===== config.mk =====
export PLATFORM = sky130hd
export DESIGN_NAME = fetch_stage_flat
export DESIGN_NICKNAME = d
export VERILOG_FILES = /design/src/rtl/fetch_stage_pkg.sv /design/src/rtl/fetch_stage_if.sv /design/src/rtl/fetch_stage_next_pc_sel.sv /design/src/rtl/fetch_stage.sv /design/src/flat_wrapper.sv
export SDC_FILE = /design/constraint.sdc
export NUM_CORES = 1
export LEC_CHECK = 0
export BUFFER_PORTS_ARGS = -buffer_cell sky130_fd_sc_hd__buf_2
export CAP_MARGIN = 10
export CORE_UTILIZATION = 43
export DETAILED_ROUTE_END_ITERATION = 10
export PLACE_DENSITY = 0.81
export SLEW_MARGIN = 20
export SYNTH_ARGS = -nofsm -noshare
export SYNTH_HDL_FRONTEND = slang
export SYNTH_SLANG_ARGS = --single-unit

===== constraint.sdc =====
create_clock -name clk -period 2.22 [get_ports clk]
set_input_delay 0.555 -clock clk [delete_from_list [all_inputs] [get_ports clk]]
set_output_delay 0.555 -clock clk [all_outputs]
set_load 0.01 [all_outputs]

===== src/rtl/fetch_stage_pkg.sv =====
// Shared definitions for the instruction-fetch stage: widths, constants,
// FSM state encoding and the word-alignment helper.
package fetch_stage_pkg;

   localparam int WIDTH_32 = 32;

   // MIPS "sll $0,$0,0": the bubble placed in the F/D register when no
   // fetched instruction is ready.
   localparam logic [WIDTH_32-1:0] NOP_INSTR        = 32'h0000_0000;
   localparam logic [WIDTH_32-1:0] RESET_PC_DEFAULT = 32'h0000_0000;

   typedef enum logic [1:0] {
      S_REQ   = 2'd0,   // request presented, waiting for grant
      S_WAIT  = 2'd1,   // granted, waiting for response data
      S_DROP  = 2'd2,   // granted, response must be thrown away (redirected)
      S_VALID = 2'd3    // instruction buffered and offered to decode
   } fetch_state_e;

   // Instruction addresses are word aligned; low two bits are forced clear.
   function automatic logic [WIDTH_32-1:0] align_word(input logic [WIDTH_32-1:0] addr);
      return {addr[WIDTH_32-1:2], 2'b00};
   endfunction

endpackage


===== src/rtl/fetch_stage_if.sv =====
// Instruction-memory request/response bus. The fetch stage is the master,
// the instruction memory the slave. At most one request is outstanding.
interface fetch_stage_if;
   import fetch_stage_pkg::*;

   logic                IMEM_REQ;
   logic [WIDTH_32-1:0] IMEM_ADDR;
   logic                IMEM_GNT;
   logic                IMEM_RVALID;
   logic [WIDTH_32-1:0] IMEM_RDATA;

   modport master (
      output IMEM_REQ, IMEM_ADDR,
      input  IMEM_GNT, IMEM_RVALID, IMEM_RDATA
   );

   modport slave (
      input  IMEM_REQ, IMEM_ADDR,
      output IMEM_GNT, IMEM_RVALID, IMEM_RDATA
   );

endinterface


===== src/rtl/fetch_stage_next_pc_sel.sv =====
// Redirect detection and target selection for control transfers resolved in
// Decode. A taken branch wins over a simultaneous jump.
module fetch_stage_next_pc_sel
   import fetch_stage_pkg::*;
(
   input  logic                branch_taken,
   input  logic [WIDTH_32-1:0] branch_target,
   input  logic                jump,
   input  logic [WIDTH_32-1:0] jump_target,
   output logic                redirect,
   output logic [WIDTH_32-1:0] target
);

   assign redirect = branch_taken | jump;

   // Pick the redirect target and drop the byte-offset bits.
   always_comb begin
      target = align_word(branch_taken ? branch_target : jump_target);
   end

endmodule


===== src/rtl/fetch_stage.sv =====
// Instruction-fetch stage: owns the PC, issues one instruction-memory request
// at a time, buffers the returned instruction and offers it (or a NOP bubble)
// to the Fetch/Decode register.
module fetch_stage
   import fetch_stage_pkg::*;
#(
   parameter logic [WIDTH_32-1:0] RESET_PC = RESET_PC_DEFAULT
) (
   input  logic                clk,
   input  logic                rst,
   input  logic                STALL_F,
   input  logic                BRANCH_TAKEN_D,
   input  logic [WIDTH_32-1:0] BRANCH_TARGET_D,
   input  logic                JUMP_D,
   input  logic [WIDTH_32-1:0] JUMP_TARGET_D,
   fetch_stage_if.master       imem,
   output logic [WIDTH_32-1:0] INSTRUCTION_F,
   output logic [WIDTH_32-1:0] PC_plus_4_F,
   output logic                FETCH_VALID
);

   fetch_state_e        state_q, state_d;
   logic [WIDTH_32-1:0] pc_q, pc_d;
   logic [WIDTH_32-1:0] buf_q, buf_d;
   logic                redirect;
   logic [WIDTH_32-1:0] target;

   fetch_stage_next_pc_sel u_next_pc_sel (
      .branch_taken  (BRANCH_TAKEN_D),
      .branch_target (BRANCH_TARGET_D),
      .jump          (JUMP_D),
      .jump_target   (JUMP_TARGET_D),
      .redirect      (redirect),
      .target        (target)
   );

   // State, PC and instruction buffer registers with synchronous reset.
   always_ff @(posedge clk) begin
      // NOTE: non-blocking assignments so every register samples the values
      // from before this edge, independent of statement order.
      if (rst) begin
         state_q <= S_REQ;
         pc_q    <= RESET_PC;
         buf_q   <= '0;
      end else begin
         state_q <= state_d;
         pc_q    <= pc_d;
         buf_q   <= buf_d;
      end
   end

   // Next-state, next-PC and buffer-load decisions of the fetch handshake.
   always_comb begin
      // NOTE: hold-value defaults first, so no path leaves a signal unassigned
      // and no latch is inferred.
      state_d = state_q;
      pc_d    = pc_q;
      buf_d   = buf_q;

      unique case (state_q)
         S_REQ: begin
            if (redirect) begin
               pc_d = target;
            end
            if (imem.IMEM_GNT) begin
               state_d = redirect ? S_DROP : S_WAIT;
            end
         end

         S_WAIT: begin
            if (imem.IMEM_RVALID) begin
               if (redirect) begin
                  pc_d    = target;
                  state_d = S_REQ;
               end else begin
                  buf_d   = imem.IMEM_RDATA;
                  state_d = S_VALID;
               end
            end else if (redirect) begin
               pc_d    = target;
               state_d = S_DROP;
            end
         end

         // The in-flight response belongs to a squashed path; absorb it.
         S_DROP: begin
            if (redirect) begin
               pc_d = target;
            end
            if (imem.IMEM_RVALID) begin
               state_d = S_REQ;
            end
         end

         // A redirect beats a stall: the buffered instruction is on a dead path.
         S_VALID: begin
            if (redirect) begin
               pc_d    = target;
               state_d = S_REQ;
            end else if (!STALL_F) begin
               pc_d    = pc_q + 32'd4;
               state_d = S_REQ;
            end
         end

         default: state_d = S_REQ;
      endcase
   end

   // Bus and F/D-facing outputs, all decoded from registered state.
   always_comb begin
      imem.IMEM_REQ  = (state_q == S_REQ) && !rst;
      imem.IMEM_ADDR = pc_q;
      PC_plus_4_F    = pc_q + 32'd4;
      FETCH_VALID    = (state_q == S_VALID);
      INSTRUCTION_F  = FETCH_VALID ? buf_q : NOP_INSTR;
   end

endmodule


===== src/flat_wrapper.sv =====
// flat-port wrapper written by rule: the top's interface ports become plain ports
module fetch_stage_flat import fetch_stage_pkg::*;
#(
   parameter logic [WIDTH_32-1:0] RESET_PC = RESET_PC_DEFAULT
)
  (clk, rst, STALL_F, BRANCH_TAKEN_D, BRANCH_TARGET_D, JUMP_D, JUMP_TARGET_D, INSTRUCTION_F, PC_plus_4_F, FETCH_VALID, imem_IMEM_REQ, imem_IMEM_ADDR, imem_IMEM_GNT, imem_IMEM_RVALID, imem_IMEM_RDATA);
  fetch_stage_if imem_i ();
  input  logic clk;
  input  logic rst;
  input  logic STALL_F;
  input  logic BRANCH_TAKEN_D;
  input  logic [WIDTH_32-1:0] BRANCH_TARGET_D;
  input  logic JUMP_D;
  input  logic [WIDTH_32-1:0] JUMP_TARGET_D;
  output logic [WIDTH_32-1:0] INSTRUCTION_F;
  output logic [WIDTH_32-1:0] PC_plus_4_F;
  output logic FETCH_VALID;
  output wire logic [$bits(imem_i.IMEM_REQ)-1:0] imem_IMEM_REQ;
  output wire logic [$bits(imem_i.IMEM_ADDR)-1:0] imem_IMEM_ADDR;
  input wire logic [$bits(imem_i.IMEM_GNT)-1:0] imem_IMEM_GNT;
  input wire logic [$bits(imem_i.IMEM_RVALID)-1:0] imem_IMEM_RVALID;
  input wire logic [$bits(imem_i.IMEM_RDATA)-1:0] imem_IMEM_RDATA;
  assign imem_IMEM_REQ = imem_i.IMEM_REQ;
  assign imem_IMEM_ADDR = imem_i.IMEM_ADDR;
  assign imem_i.IMEM_GNT = imem_IMEM_GNT;
  assign imem_i.IMEM_RVALID = imem_IMEM_RVALID;
  assign imem_i.IMEM_RDATA = imem_IMEM_RDATA;
  fetch_stage #(.RESET_PC(RESET_PC)) u_core (.clk(clk), .rst(rst), .STALL_F(STALL_F), .BRANCH_TAKEN_D(BRANCH_TAKEN_D), .BRANCH_TARGET_D(BRANCH_TARGET_D), .JUMP_D(JUMP_D), .JUMP_TARGET_D(JUMP_TARGET_D), .imem(imem_i), .INSTRUCTION_F(INSTRUCTION_F), .PC_plus_4_F(PC_plus_4_F), .FETCH_VALID(FETCH_VALID));
endmodule

=== Yosys cells after proc, flatten, opt, wreduce, memory -nomap -nowiden ===
Index checks and enable logic that the tools add are counted.

* Add/sub/neg operators: 1
* Equal/unequal tests: 8
* Mux-type cells: 15
* Bitwise gates (word level): 2
* Reduce and logical (&&, ||, !) cells: 7

{| class="wikitable"
|+ Operators by type and width
! kind !! number
|-
| $mux W32 || 5
|-
| $pmux W32 S2 || 1
|-
| $add A32 B3 Y32 const B || 1
|-
| $mux W2 || 8
|-
| $pmux W2 S4 || 1
|-
| $ne A3 B2 Y1 const B || 2
|-
| $eq A2 B2 Y1 const B || 2
|-
| $ne A2 B2 Y1 const B || 2
|-
| $reduce_and A4 Y1 || 1
|-
| $reduce_and A3 Y1 || 1
|-
| $reduce_or A3 Y1 || 1
|-
| $eq A2 B1 Y1 const B || 1
|-
| $logic_not A2 Y1 || 1
|-
| $ne A2 B1 Y1 const B || 1
|-
| $reduce_and A2 Y1 || 1
|-
| $logic_and A1 B1 Y1 || 1
|-
| $logic_not A1 Y1 || 1
|-
| $not A1 Y1 || 1
|-
| $or A1 B1 Y1 || 1
|}

* Register bits: 66
* Input port bits: 103
* Output and inout bits: 98
* Logic and storage cells: 36

=== Depth between registers and ports, before layout ===
* Depth after elaboration: 4
* Mapped depth: 8
* Gate-level depth less buffers: 6

=== Hierarchy ===
Synthesis repeated with hierarchy kept, for this count alone.

* Cell total of the unflattened synthesis: 538
* Area total of the unflattened synthesis: 4237.8 um^2

{| class="wikitable"
|+ By module, submodules not included
! module !! instances !! cells each !! area each (um^2) !! seq. area each (um^2)
|-
| fetch_stage || 1 || 501 || 3841.2 || 1321.3
|-
| fetch_stage_next_pc_sel || 1 || 37 || 396.6 || 0.0
|}

=== Least setup slack after synthesis ===
OpenSTA, ideal clock, no wires.

* Kind: register to output
* Start point: reg u_core.pc_q[2] (netlist: u_core.imem.IMEM_ADDR[2])
* End point: out PC_plus_4_F[14]
* Arrival: 1.813 ns
* Required time: 1.665 ns
* Path slack: -0.148 ns
* Cell stages (with the launch flop): 7
* Buffers on the path: 1
* Cells stage by stage: dfxtp_1 > ha_1 > nand4_4 > or3_1 > buf_2 > nor2_2 > xor2_1

* Longest elaborated chain between the ends: 1

{| class="wikitable"
|+ RTL lines
! what !! line !! source
|-
| start, declared || fetch_stage.sv:23 || <nowiki>logic [WIDTH_32-1:0] pc_q, pc_d;</nowiki>
|-
| start signal, assigned || fetch_stage.sv:47 || <nowiki>pc_q <= pc_d;</nowiki>
|-
| $add A32 B3 Y32 || fetch_stage.sv:114 || <nowiki>PC_plus_4_F = pc_q + 32'd4;</nowiki>
|-
| end, declared || flat_wrapper.sv:16 || <nowiki>output logic [WIDTH_32-1:0] PC_plus_4_F;</nowiki>
|}

No other way between the ends.

=== Worst setup path after layout ===
* Start point: reg u_core.pc_q[12] (netlist: u_core.imem.IMEM_ADDR[12])
* End point: out PC_plus_4_F[15]

The elaborated chain is that of the path after synthesis.

==> flow_metrics.tcl <==
set metrics [dict create \
    status "finished, violations left" \
    violations "negative setup slack" \
    initial_core_util_pct 44.7 \
    htreeDepth 3 \
    grt_pass1_vias 4941 \
    dp_hpwl_mm 10.5 \
    grt_max_degree 41 \
    dpl_cell_area_mm2 0.00545 \
    vdd_drop_max_mv 0.382 \
    worstPathMaxFanout 7 \
    grt_overflow_total 0 \
    layout-drive-gt1-share_pct 47.8 \
    ys_seq_area_share_pct 30.7 \
    port_buffers 192 \
    ioPinCount 201 \
    routedWlPerCell_um 17.4 \
    drtPass1Iterations 5 \
    hold_end "u_core.buf_q[3]" \
    synth_area_mm2 0.00417 \
    root_buffer "clkbuf_8" \
    setup_viol 20 \
    leakagePower_nw 3.06 \
    post-route-util_pct 67.4 \
    hold_slack_ps 451 \
    ys_types 69 \
    crit_path_start_kind "flop" \
    final_cells 924 \
    timing.fmax_mhz 389 \
    criticalPathCategory "reg2out" \
    synth.avg_cell_area_um2 7.64 \
    critical_path.startpoint "u_core.imem.IMEM_ADDR[12]" \
    syn_inst 546 \
    rsz0062_at_grt "yes" \
    area_growth_pct 50.6 \
    end_kind "primary output" \
    vias 5245 \
    synth_edf_count 0 \
    r2r-start "u_core.imem.IMEM_ADDR[18]" \
    finalHoldViolations 0 \
    hold_depth 2 \
    drc 0 \
    cts_made_buffers 9 \
    fin_ws_ps -351 \
    clock-sinks 64 \
    min_from "u_core.buf_q[3]" \
    grt_antenna_before_repair 0 \
    grt_first_pass_wirelength_mm 23.3 \
    synth-seq-cells 64 \
    rows 35 \
    nNetsFinal 894 \
    synthArstFlopShare_pct 0 \
    place.gp.congestion 0.894 \
    hp-class "reg2reg" \
    post-place-ws_ps -98.5 \
    max_cap_viol_count 0 \
    clk_pin_slew_ps 80 \
    finalWirelength_mm 16.1 \
    die_x_um 101 \
    worst-r2r-cell-count 11 \
    period_needed_ps 2570 \
    max_slew_margin_pct 55.6 \
    rrSetupSlack_ps 20 \
    cp.arrival_ps 2020 \
    dp_cells 874 \
    finalCritPeriodShare_pct 116 \
    synthFlopType "dfxtp_1" \
    die_h_um 101 \
    cts_tree "built" \
    clock_latency_ps 330 \
    r2r-end "u_core.imem.IMEM_ADDR[25]" \
    tightest_slew_ps 664 \
    cts_buffer_depth 2 \
    die_area_mm2 0.0101 \
    grt_use_total_pct 29.3 \
    core_mm2 0.00933 \
    antennaDiodeCount 0 \
    required_ps 1660 \
    skew_ps 5.80 \
    postRouteAntennaNets 0 \
    maxSlewViolCount 0 \
    design_area_mm2 0.00629 \
    drtIter0Drc 282 \
    ys_warn_count 0 \
    pwr_density_cell_mw_per_mm2 456 \
    viasPerCell 5.68 \
]
[synthesized netlist by cell type, types with 6 or more instances]
cell type	instances	area share, %
a21oi_1	55	6.6
a22oi_1	7	1.3
and3_1	35	5.2
buf_2	8	0.96
clkbuf_1	29	2.6
dfxtp_1	64	31
inv_1	8	0.72
mux2i_1	15	3.6
nand2_1	93	8.4
nand3_1	18	2.2
nand4_1	10	1.5
nor2_1	29	2.6
nor3_1	19	2.3
o21ai_1	12	1.4
o22ai_1	7	1.0
o311ai_0	6	1.3
xnor2_1	27	5.7
xor2_1	9	1.9
[layout make-up]
class | count | area (µm²)
Clock inverter | 6 | 60.1
Timing Repair Buffer | 284 | 1700
Multi-Input combinational cell | 423 | 2880
Tap cell | 129 | 161
Sequential cell | 64 | 1320
Clock buffer | 10 | 128
Inverter | 8 | 30.0
Fill cell | 746 | 3040
[how the worst max path moves through the flow]
| stage | endpoint | slack, ps | depth (start not counted) |
|---|---|---|---|
| 5_1_grt | PC_plus_4_F[15] | -410 | 7 |
| 4_1_cts | PC_plus_4_F[26] | -220 | 6 |
| 3_3_place_gp | PC_plus_4_F[26] | -40 | 8 |
| 6_report | PC_plus_4_F[15] | -350 | 7 |
| 2_1_floorplan | PC_plus_4_F[14] | -10 | 6 |
| 3_5_place_dp | PC_plus_4_F[26] | -100 | 8 |
[per-layer routing]
metal  up-vias  share of wire, %  global-route usage (%)
li1       2423                 -                       -
met2       344                49                    51.4
met3        80                10                    6.38
met5         -                 0                       0
met1      2398                36                    33.3
met4         0               4.3                    15.6
[critical path, stage by stage (launching register included)]
cell	delay, ps
dfxtp_2	370
buf_6	110
buf_4	100
buf_4	150
and4_1	340
nand4_2	250
xnor2_1	200
buf_2	150
[repair_timing]
item / 4_1_cts / 5_1_grt
buffers inserted: 24 / 15
pin swaps: 24 / 30
hold buffers: 0 / 0
gates resized for setup: 54 / 38
setup endpoints to repair: 22 / 22
[kinds of logic (layout without fill, tap and decap cells)]
kind of cell	Yosys count	count (layout)	synth area share (%)
buffers and inverters	62	308	8.48
XOR/XNOR	36	36	7.55
AO/OA/AOI/OAI	117	117	17.3
other	1	4	0.0898
flip-flops	64	64	30.7
multiplexers	16	16	3.87
AND/OR/NAND/NOR	249	249	31.7
adder cells (fa/ha/maj)	1	1	0.300
[registers in the layout, summed over array words and instances (netlist names)]
name                   flops
u_core.imem.IMEM_ADDR     30
u_core.buf_q              32
u_core.state_q             2
[per-stage QoR]
step / power [mW] / TNS (ps)
after floorplan: 1.57 / -13.9
after global placement: 1.82 / -38.8
after detailed placement: 1.84 / -146
after CTS: 2.84 / -3330
after global routing: 2.99 / -5710
final: 2.87 / -4180
[where the power goes]
group	total, mW	internal (mW)	leakage [nW]	switching, mW
clock	0.986	0.513	0.0920	0.472
sequential	1.24	1.19	0.530	0.0502
combinational	0.638	0.291	2.44	0.347
[layout by cell type (no fill, tap or decap), types with 8 or more instances in the layout]
cell,count
nor3_1,15
and3_1,34
inv_1,8
nor2_1,23
clkbuf_8,9
o21ai_1,12
nand4_1,10
buf_4,82
nand3_1,11
mux2i_1,15
xnor2_1,16
xor2_1,9
dfxtp_2,9
dfxtp_1,48
nand2_1,86
xnor2_2,11
a21oi_1,54
buf_2,191
buf_6,10
Power figures use the tool's default switching activity.
